`src/rtl/alu_out_stage.sv`:
```
// alu_out_stage: captures one execution-unit result per transaction,
// selected by the decoder's one-hot enables, and buffers it in a 2-entry
// skid FIFO behind a valid/ready handshake. Transactions whose enables
// are not exactly one-hot are dropped, counted and flagged.
//
// Handshake: a transfer happens on a rising CLK edge when valid and ready
// are both high on that edge; valid never drops without a transfer, and
// the payload holds stable while valid is high and ready is low.
// in_ready depends only on the registered count and RST, never on
// out_ready, so there is no combinational path through this stage.
module alu_out_stage #(
    parameter int WIDTH = 16
) (
    input  logic             CLK,
    input  logic             RST,
    input  logic             in_valid,
    output logic             in_ready,
    input  logic             ari_EN,
    input  logic             log_EN,
    input  logic             cmp_EN,
    input  logic             shift_EN,
    input  logic [WIDTH-1:0] ari_out,
    input  logic             ari_carry,
    input  logic [WIDTH-1:0] log_out,
    input  logic [WIDTH-1:0] cmp_out,
    input  logic [WIDTH-1:0] shift_out,
    output logic             out_valid,
    input  logic             out_ready,
    output logic [WIDTH-1:0] alu_out,
    output logic             carry_out,
    output logic [3:0]       unit_flag,
    output logic             err_sticky,
    output logic [7:0]       drop_cnt
);

    // FIFO storage and bookkeeping
    logic [WIDTH-1:0] r_data  [2];
    logic             r_carry [2];
    logic [3:0]       r_tag   [2];
    logic             r_wptr;
    logic             r_rptr;
    logic [1:0]       r_count;

    // Registered copy of the head entry; holds its last value when empty
    logic [WIDTH-1:0] r_alu_out;
    logic             r_carry_out;
    logic [3:0]       r_unit_flag;
    logic             r_err_sticky;
    logic [7:0]       r_drop_cnt;

    logic [3:0]       w_en;
    logic             w_onehot;
    logic             w_accept;
    logic             w_push;
    logic             w_drop;
    logic             w_pop;
    logic [WIDTH-1:0] w_data;
    logic             w_carry;
    logic             w_rptr_nx;
    logic [1:0]       w_count_nx;
    logic [WIDTH-1:0] w_head_data;
    logic             w_head_carry;
    logic [3:0]       w_head_tag;

    assign w_en      = {shift_EN, cmp_EN, log_EN, ari_EN};
    assign w_onehot  = (w_en != 4'd0) && ((w_en & (w_en - 4'd1)) == 4'd0);
    assign in_ready  = !RST && (r_count != 2'd2);
    assign out_valid = (r_count != 2'd0);
    assign w_accept  = in_valid && in_ready;
    assign w_push    = w_accept && w_onehot;
    assign w_drop    = w_accept && !w_onehot;
    assign w_pop     = out_valid && out_ready;

    // Select the unit result and carry for a legal one-hot transaction
    always_comb begin
        w_data  = '0;
        w_carry = 1'b0;
        case (w_en)
            4'b0001: begin
                w_data  = ari_out;
                w_carry = ari_carry;
            end
            4'b0010: w_data = log_out;
            4'b0100: w_data = cmp_out;
            4'b1000: w_data = shift_out;
            default: ;
        endcase
    end

    // Next read pointer, next count and the entry that will be at the head
    always_comb begin
        w_rptr_nx  = w_pop ? ~r_rptr : r_rptr;
        w_count_nx = r_count;
        case ({w_push, w_pop})
            2'b10:   w_count_nx = r_count + 2'd1;
            2'b01:   w_count_nx = r_count - 2'd1;
            default: w_count_nx = r_count;
        endcase
        // A push landing in the slot that becomes the head bypasses storage
        if (w_push && (r_wptr == w_rptr_nx)) begin
            w_head_data  = w_data;
            w_head_carry = w_carry;
            w_head_tag   = w_en;
        end else begin
            w_head_data  = r_data[w_rptr_nx];
            w_head_carry = r_carry[w_rptr_nx];
            w_head_tag   = r_tag[w_rptr_nx];
        end
    end

    // FIFO storage, pointers and count
    always_ff @(posedge CLK) begin
        if (RST) begin
            for (int i = 0; i < 2; i++) begin
                r_data[i]  <= '0;
                r_carry[i] <= 1'b0;
                r_tag[i]   <= 4'd0;
            end
            r_wptr  <= 1'b0;
            r_rptr  <= 1'b0;
            r_count <= 2'd0;
        end else begin
            if (w_push) begin
                r_data[r_wptr]  <= w_data;
                r_carry[r_wptr] <= w_carry;
                r_tag[r_wptr]   <= w_en;
                r_wptr          <= ~r_wptr;
            end
            r_rptr  <= w_rptr_nx;
            r_count <= w_count_nx;
        end
    end

    // Output registers track the head entry whenever the FIFO is non-empty
    always_ff @(posedge CLK) begin
        if (RST) begin
            r_alu_out   <= '0;
            r_carry_out <= 1'b0;
            r_unit_flag <= 4'd0;
        end else if (w_count_nx != 2'd0) begin
            r_alu_out   <= w_head_data;
            r_carry_out <= w_head_carry;
            r_unit_flag <= w_head_tag;
        end
    end

    // Illegal-enable error flag and saturating drop counter
    always_ff @(posedge CLK) begin
        if (RST) begin
            r_err_sticky <= 1'b0;
            r_drop_cnt   <= 8'd0;
        end else if (w_drop) begin
            r_err_sticky <= 1'b1;
            if (r_drop_cnt != 8'hFF) begin
                r_drop_cnt <= r_drop_cnt + 8'd1;
            end
        end
    end

    assign alu_out    = r_alu_out;
    assign carry_out  = r_carry_out;
    assign unit_flag  = r_unit_flag;
    assign err_sticky = r_err_sticky;
    assign drop_cnt   = r_drop_cnt;

endmodule

```
`config.mk`:
```
export PLATFORM = sky130hd
export DESIGN_NAME = alu_out_stage
export DESIGN_NICKNAME = d
export VERILOG_FILES = /design/src/rtl/alu_out_stage.sv
export SDC_FILE = /design/constraint.sdc
export NUM_CORES = 1
export LEC_CHECK = 0
export ABC_AREA = 0
export CORE_MARGIN = 2
export CORE_UTILIZATION = 40
export CTS_CLUSTER_DIAMETER = 200
export DETAILED_ROUTE_END_ITERATION = 12
export MAX_ROUTING_LAYER = met4
export PLACE_DENSITY = 0.74
export SYNTH_ARGS = -nofsm -noshare
export SYNTH_HDL_FRONTEND = slang
export SYNTH_SLANG_ARGS = --single-unit
```
`constraint.sdc`:
```
create_clock -name CLK -period 4.5 [get_ports CLK]
set_clock_uncertainty 0.15 [all_clocks]
set_input_delay 0.9 -clock CLK [delete_from_list [all_inputs] [get_ports CLK]]
set_output_delay 0.9 -clock CLK [all_outputs]
set_load 0.05 [all_outputs]
```
Word-level counts from Yosys, hierarchy flattened
Memory sizes are Yosys's and may differ from the RTL's. A register that Yosys moved wholly into a read port is not among the register bits. Index checks and enable logic that the tools add are counted.

Reductions and logical operators: 16. Multiplexer cells: 18. Bitwise operators: 3. Equal/unequal tests: 8. Add/subtract/negate cells: 4.

Operators with widths (count): $pmux 16 s4 (1); $mux 16 (1); $reduce_or 16->1 (1); $mux 1 (14); $add 8x1->8 const B (1); $ne 8x8->1 const B (1); $logic_and 1x1->1 (6); $and 4x4->4 (1); $eq 4x1->1 const B (1); $eq 4x2->1 const B (1); $eq 4x3->1 const B (1); $eq 4x4->1 const B (1); $logic_not 4->1 (1); $mux 4 (1); $pmux 2 s2 (1); $reduce_bool 2->1 (2); $reduce_bool 4->1 (1); $reduce_or 4->1 (1); $sub 4x1->4 const B (1); $add 2x1->2 const B (1); $eq 2x1->1 const B (1); $eq 2x2->1 const B (1); $logic_not 1->1 (2); $ne 2x2->1 const B (1); other kinds (4) (5).

Input bits: 73. Output and inout port bits: 32. Bits in writable memories: 42. Memories kept: 3. Word-level logic and storage cells: 57. Bits in registers: 13.

Memory list: r_data (words 2, bits a word 16, read ports 1, clocked after Yosys merged registers in 1, wr ports 2, line 37) `logic [WIDTH-1:0] r_data [2];`; r_tag (words 2, bits a word 4, read ports 1, clocked after Yosys merged registers in 1, wr ports 2, line 39) `logic [3:0] r_tag [2];`; r_carry (words 2, bits a word 1, read ports 1, clocked after Yosys merged registers in 1, wr ports 2, line 38) `logic r_carry [2];`.

Depth between registers and ports, before layout
Depth after elaboration: 10. Gate-level depth with buffers: 12. Depth with buffers taken out: 10.

Worst setup path after synthesis
No wires, ideal clock.

Kind: input -> register. Start: in log_EN. End: reg r_alu_out[0] (netlist: alu_out[0]) (read register of r_data). Library setup time: 0.117 ns. Path slack: 1.062 ns. Stages on the path: 12. Path buffers: 2. Arrival time: 3.171 ns. Required time: 4.233 ns. Cell sequence: buf_2 nor4b_4 a221o_4 and2b_1 inv_1 ha_1 nor2b_1 a21oi_1 o21a_1 and2_1 clkbuf_1 a22o_1.

Word-level cells in the longest chain between the ends: 8. Elaborated cells on any way between the ends: 10. Those cells by class: add/sub (1); eq/ne (2); mux (1); bitwise (1); reduce/logical (5).

Ends and longest elaborated chain: from (decl) (line 19) `input logic log_EN,`; $sub 4x1->4 (line 66) `assign w_onehot = (w_en != 4'd0) && ((w_en & (w_en - 4'd1)) == 4'd0);`; $and 4x4->4 (line 66); $logic_not 4->1 (line 66); $logic_and 1x1->1 (*) (line 66); $logic_and 1x1->1 (*) (line 70) `assign w_push = w_accept && w_onehot;`; $eq 2x1->1 or $eq 2x2->1 (tied branches) (line 94) `case ({w_push, w_pop})`; $pmux 2 s2 (*) (line 94); $reduce_bool 2->1 (*) (line 140) `end else if (w_count_nx != 2'd0) begin`; to (decl) (line 45) `logic [WIDTH-1:0] r_alu_out;`.

Mark *: on every way between the ends. The rest lies on a longest branch, timed or not. A chain may end at the register's enable or synchronous reset.

Worst setup path after layout
Start: in cmp_EN. End: reg r_unit_flag[3] (netlist: unit_flag[3]) (read register of r_tag).

Word-level cells in the longest chain between the ends: 8. Elaborated cells on any way between the ends: 10. Those cells by class: add/sub (1); eq/ne (2); mux (1); bitwise (1); reduce/logical (5).

Ends and longest elaborated chain: from (decl) (line 20) `input logic cmp_EN,`; $sub 4x1->4 (line 66); $and 4x4->4 (line 66); $logic_not 4->1 (line 66); $logic_and 1x1->1 (*) (line 66); $logic_and 1x1->1 (*) (line 70); $eq 2x1->1 or $eq 2x2->1 (tied branches) (line 94); $pmux 2 s2 (*) (line 94); $reduce_bool 2->1 (*) (line 140); to (decl) (line 47) `logic [3:0] r_unit_flag;`.

Marks and branches as above.

==> results.cfg <==
[outcome]
status = completed

[clock_network]
cts_sinks = 76
htreeDepth = 3
insertion_delay_ps = 330
clk_path_buf_depth = 2
cts_made_buffers = 9
cts_tree = done
cts-root-buf = clkbuf_8
clkTransAtPathRegs_ps = 80
post_cts_buffers = 0
hold_buffers = 0
cts_resized = 0

[synth]
ys_seq_elements = 76
seq_area_frac_synth_pct = 50.4
synth_area_um2 = 3850
ys_types = 39
synthesis.nets = 426
syn_inst = 351
ys_warn_count = 0
avgSynthCellArea_um2 = 11.0

[sta]
worst_slew_pin_slew_ps = 1020
hold_viol = 0
relSlewSlack_pct = 31.7
finalSetupTns_ps = 0
drv_slew = 0
max_freq_mhz = 238
rsz0062_at_grt = no
finalSetupViolations = 0
holdWs_ps = 323
fin_crit_sh_pct = 93.3
fin_crit_ps = 4200

[placed_design]
place.gp.congestion = 0.841
dp_hpwl_um = 6800
io_buffers = 104

[routing]
antenna_left = 0
via_per_inst = 5.26
dr.pass1.iters = 4
first_iter_violations = 189
wl_um = 9150
wl_per_cell_um = 15.5
drc_errors = 0
vias = 3106

[final_layout]
drive_above_1_share_pct = 7.81
antennaDiodeCount = 0
area_delta_synth_final_pct = 35.5
nNetsFinal = 531
n_fill_cell = 841

[setup_path]
crit_type = in2reg
critPathArrivalTime_ps = 4320
path_max_fanout = 21
cp_cell_sequence = clkdlybuf4s50_1, nor2b_1, a221o_4, and2b_1, inv_1, ha_1, nor2b_1, a21oi_1, o21a_1, and2_1, a22o_1
crit_path_start_kind = primary input
worst_setup_path_end_kind = flip-flop
critPathTopFamily = simple AND/OR/NAND/NOR gates
critical_path_buf_inv_count = 2
cp.required_ps = 4630
crit_slowest_cell = and2_1
max_stage_delay_ps = 620
crit_path_frequent_cell = nor2b_1

[grt]
first_global_vias = 3123
grt_pass1_wl_um = 14800
grt_overflow = 0
grt_use_total_pct = 18.6
grt_max_degree = 23
grt_antenna_before_repair = 0

[pwr]
leakagePower_nw = 2.14
power_density_nw_per_um2 = 309
ir_drop_mv = 0.171

[hold_path]
min_path_type = reg2reg

[floorplanning]
ioPinCount = 105
die-area_um2 = 10400
rows = 35
dieHeight_um = 102
die_w_um = 102
start_util_pct = 41.5
coreArea_um2 = 9280

[job]
cap_violations = 0
cell type report:
| class | count | area [um^2] | area share [%] |
|---|---|---|---|
| sequential | 76 | 1940 | 37.2 |
| multi-input combinational | 245 | 1770 | 33.9 |
| timing repair buffer | 116 | 1130 | 21.7 |
| tap | 129 | 161 | 3.09 |
| clock buffer | 10 | 138 | 2.64 |
| clock inverter | 6 | 47.5 | 0.911 |
| inverter | 8 | 30.0 | 0.576 |
path summary, 6_finish.rpt:
kind                                 start            to  slack (ps)  depth (start not counted)
worst max-delay path                cmp_EN  unit_flag[3]         300                         11
worst min-delay path            err_sticky    err_sticky         320                          2
worst max register to register  r_count[1]  unit_flag[3]        1640                         10
worst min register to register  err_sticky    err_sticky         320                          2
worst reg2reg max path, stage by stage, from the launching register on:
cell and delay [ps]:
dfxtp_1 440, inv_1 80, o211ai_1 240, and2b_1 240, inv_1 100, ha_1 270
nor2b_1 160, a21oi_1 130, o21a_1 130, and2_1 620, a22o_1 250
per-layer routing:
| metal | routed length [um] | GRT usage, % | vias up |
|---|---|---|---|
| met2 | 4400 | 29.4 | 111 |
| met4 | 193 | 6.97 | 0 |
| met3 | 540 | 3.42 | 14 |
| met5 | 0 | - | - |
| met1 | 4020 | 24.0 | 1464 |
| li1 | - | - | 1517 |
report_power, final:
group | leakage, nW | internal, W | switching, W
clock | 0.0933 | 0.000220 | 0.000247
combinational | 1.32 | 0.000167 | 0.000197
sequential | 0.719 | 0.000763 | 0.0000177
total | 2.14 | 0.00115 | 0.000462
state kept, by name, summed over array words and instances, names as in the netlist, 2 cells and up:
name and count:
r_carry 2, drop_cnt 8, r_tag 8, unit_flag 4, r_data 32, alu_out 16
r_count 2
cell families after synthesis:
logic type / share of synthesized area (%)
buffers and inverters: 3.87
AND/OR/NAND/NOR: 14.1
AO/OA/AOI/OAI: 17.0
flip-flops: 50.4
XOR/XNOR: 2.28
multiplexers: 11.7
adder cells (fa/ha/maj): 0.650
cells in the mapped netlist (all sizes together):
master	count	area share (%)
nor2	60	5.9
mux2i	45	12
a22o	43	9.8
edfxtp	42	33
dfxtp	34	18
nor2b	15	2.4
a21oi	13	1.7
buf	13	2.2
clkbuf	9	0.88
nand2	9	0.88
a32o	8	2.1
inv	8	0.78
xnor2	8	1.8
a22oi	7	1.4
and2b	4	0.78
nand3	3	0.39
nand3b	3	0.58
nand4	3	0.65
nor3	3	0.68
nor4	3	0.49
a31o	2	0.46
ha	2	0.65
o21a	2	0.39
o21ai	2	0.26
xor2	2	0.46
a221o	1	0.55
and2	1	0.16
and3	1	0.16
nand2b	1	0.16
nor4b	1	0.62
o2111ai	1	0.23
o211ai	1	0.20
or3	1	0.16
through the flow:
stage               total power [W]  std cells  util, %  setup WS, ps  cell area, um^2
floorplan                   0.00101        351        -          1060             3850
global placement            0.00115        574     54.2          94.2             5030
detailed placement          0.00116        574     54.2         -40.9             5030
CTS                         0.00163        590     56.2           289             5220
global route                0.00169        590     56.2        0.0790             5220
finish                      0.00161        590     56.2           303             5220
placed cells by master, fill, tap and decap left out, types with 2 or more instances in the layout:
cell type,n
nor4_1,3
inv_6,2
clkinv_4,2
nand2_1,9
xor2_1,2
edfxtp_1,42
nand3b_1,3
a22oi_1,7
clkbuf_8,10
ha_1,2
o21a_1,2
dfxtp_1,34
a31o_2,2
o21ai_0,2
nand4_1,2
nand3_1,3
nor2b_1,15
a32o_1,8
inv_1,8
a22o_1,43
mux2i_1,45
a21oi_1,13
clkdlybuf4s50_1,104
and2b_1,4
buf_4,12
xnor2_1,7
nor3_1,2
nor2_1,59
Power figures use the tool's default switching activity.
==> patch, RTL diff (same flow settings) <==
Change the parameter `WIDTH` from 16 to 18.
--- a/src/rtl/alu_out_stage.sv
+++ b/src/rtl/alu_out_stage.sv
@@ -9,7 +9,7 @@
 // in_ready depends only on the registered count and RST, never on
 // out_ready, so there is no combinational path through this stage.
 module alu_out_stage #(
-    parameter int WIDTH = 16
+    parameter int WIDTH = 18
 ) (
     input  logic             CLK,
     input  logic             RST,
Ports: changed (5 resized); port bits go from 105 to 115. The function was not compared with the original's and may differ.
==> patch against the unedited design <==
Count of clock-buffer cells in the layout unchanged. Area after synthesis up 8.8%. First-iteration DRC count grew 17%. Wire length grew 14%. Combinational power up 30%. Design area is 8.5% higher. Synthesized cell count up 7.7%. Critical path depth stayed put. Setup slack gained 0.40 ns. Non-clock buffer count increased by 12. Critical endpoint is now alu_out[17]. Total power increased by 15%. Sequential cell count rose by 6.
==> patch: results (changes against the unedited design) <==
- Status: finished, final reports clean (unchanged)
- Routed WL: 10400 µm (was 9150 µm)
- Vias per Instance: 5.35 (was 5.26)
- Comb pwr share: 25.6% (was 22.6%)
- Skew-Pair Late Insertion Delay: 0.36 ns (was 0.33 ns)
- Most frequent cells after synthesis: nor2_1, mux2i_1, a22o_1 (unchanged)
- Drt first pass iters: 5 (was 4)
- Routed wire per std cell: 16.5 µm (was 15.5 µm)
- Arrival @ worst endpoint: 3.90 ns (was 4.32 ns)
- Vias in the first global route: 3328 (was 3123)
- Hold_sp: unit_flag[1] (was err_sticky)
- Lkg Pwr: 0.00233 µW (was 0.00214 µW)
- Routability-driven placement congestion ratio: 0.853 (was 0.841)
- Crit path largest cell delay: 0.65 ns (was 0.62 ns)
- Seq/Total Area, Yosys: 50.2% (was 50.4%)
- Post-DP HPWL: 7740 µm (was 6800 µm)
- Final net count: 574 (was 531)
- Global-route wire length before repair: 16600 µm (was 14800 µm)
- Worst vdd ir: 0.140 mV (was 0.171 mV)
- Fillers: 879 (was 841)
- Syn nets: 461 (was 426)
- GRT Util Overall: 19.4% (was 18.6%)
- Initial DRC Count: 221 (was 189)
- R2r startpoint: r_count[0] (was r_count[1])
- CP Max Fanout: 23 (was 21)
- Worst Reg-to-Reg Cells: 11 (was 10)
## patch: area by class of cell
| type | instances | area (µm²) | area share (%) |
|---|---|---|---|
| inverter | 6 | 22.5 | 0.398 |
| clock inverter | 6 | 51.3 | 0.906 |
| clock buffer | 10 | 138 | 2.43 |
| sequential | 82 | 2100 | 37.1 |
| tap | 136 | 170 | 3.01 |
| multi-input combinational | 264 | 1930 | 34.1 |
| timing repair buffer | 128 | 1250 | 22.0 |
## patch: logic make-up (layout without fill, tap and decap cells)
group,after synthesis,in the layout,share of synthesized area (%)
AND/OR/NAND/NOR,114,114,14.0
AO/OA/AOI/OAI,89,89,17.1
flip-flops,82,82,50.2
multiplexers,50,50,11.9
buffers and inverters,32,150,4.06
XOR/XNOR,9,9,2.06
adder cells (fa/ha/maj),2,2,0.597
## patch: through the flow
stage	hold slack (ns)	power, µW
after global placement	0.317	1350
after floorplan	0.319	1170
after CTS	0.337	1860
after global routing	0.354	1930
final	0.338	1850
after detailed placement	0.316	1360
## patch: worst max-delay path by stage
stage          slack, ns    from  cells past startpoint     endpoint
2_1_floorplan       1.07  ari_EN                     11  alu_out[10]
3_3_place_gp        0.51  ari_EN                     11  alu_out[17]
3_5_place_dp        0.38  ari_EN                     11  alu_out[17]
4_1_cts             0.74  ari_EN                     11  alu_out[17]
5_1_grt             0.53  ari_EN                     11  alu_out[17]
6_report            0.70  ari_EN                     11  alu_out[17]
## patch: worst max-delay path, delay by kind of cell
kind,cells,cell delay [ns]
compound gates,4,0.66
fa+ha+maj,1,0.33
buf+inv,2,0.84
simple gates,4,1.17
## patch: layer usage
layer	global-route usage [%]	wire, µm	part of all wire, %	up-vias
li1	-	-	-	1633
met1	25.6	4710	45	1602
met2	30.6	4950	48	135
met3	2.82	592	5.7	12
met4	7.14	148	1.4	0
met5	-	0	0	-
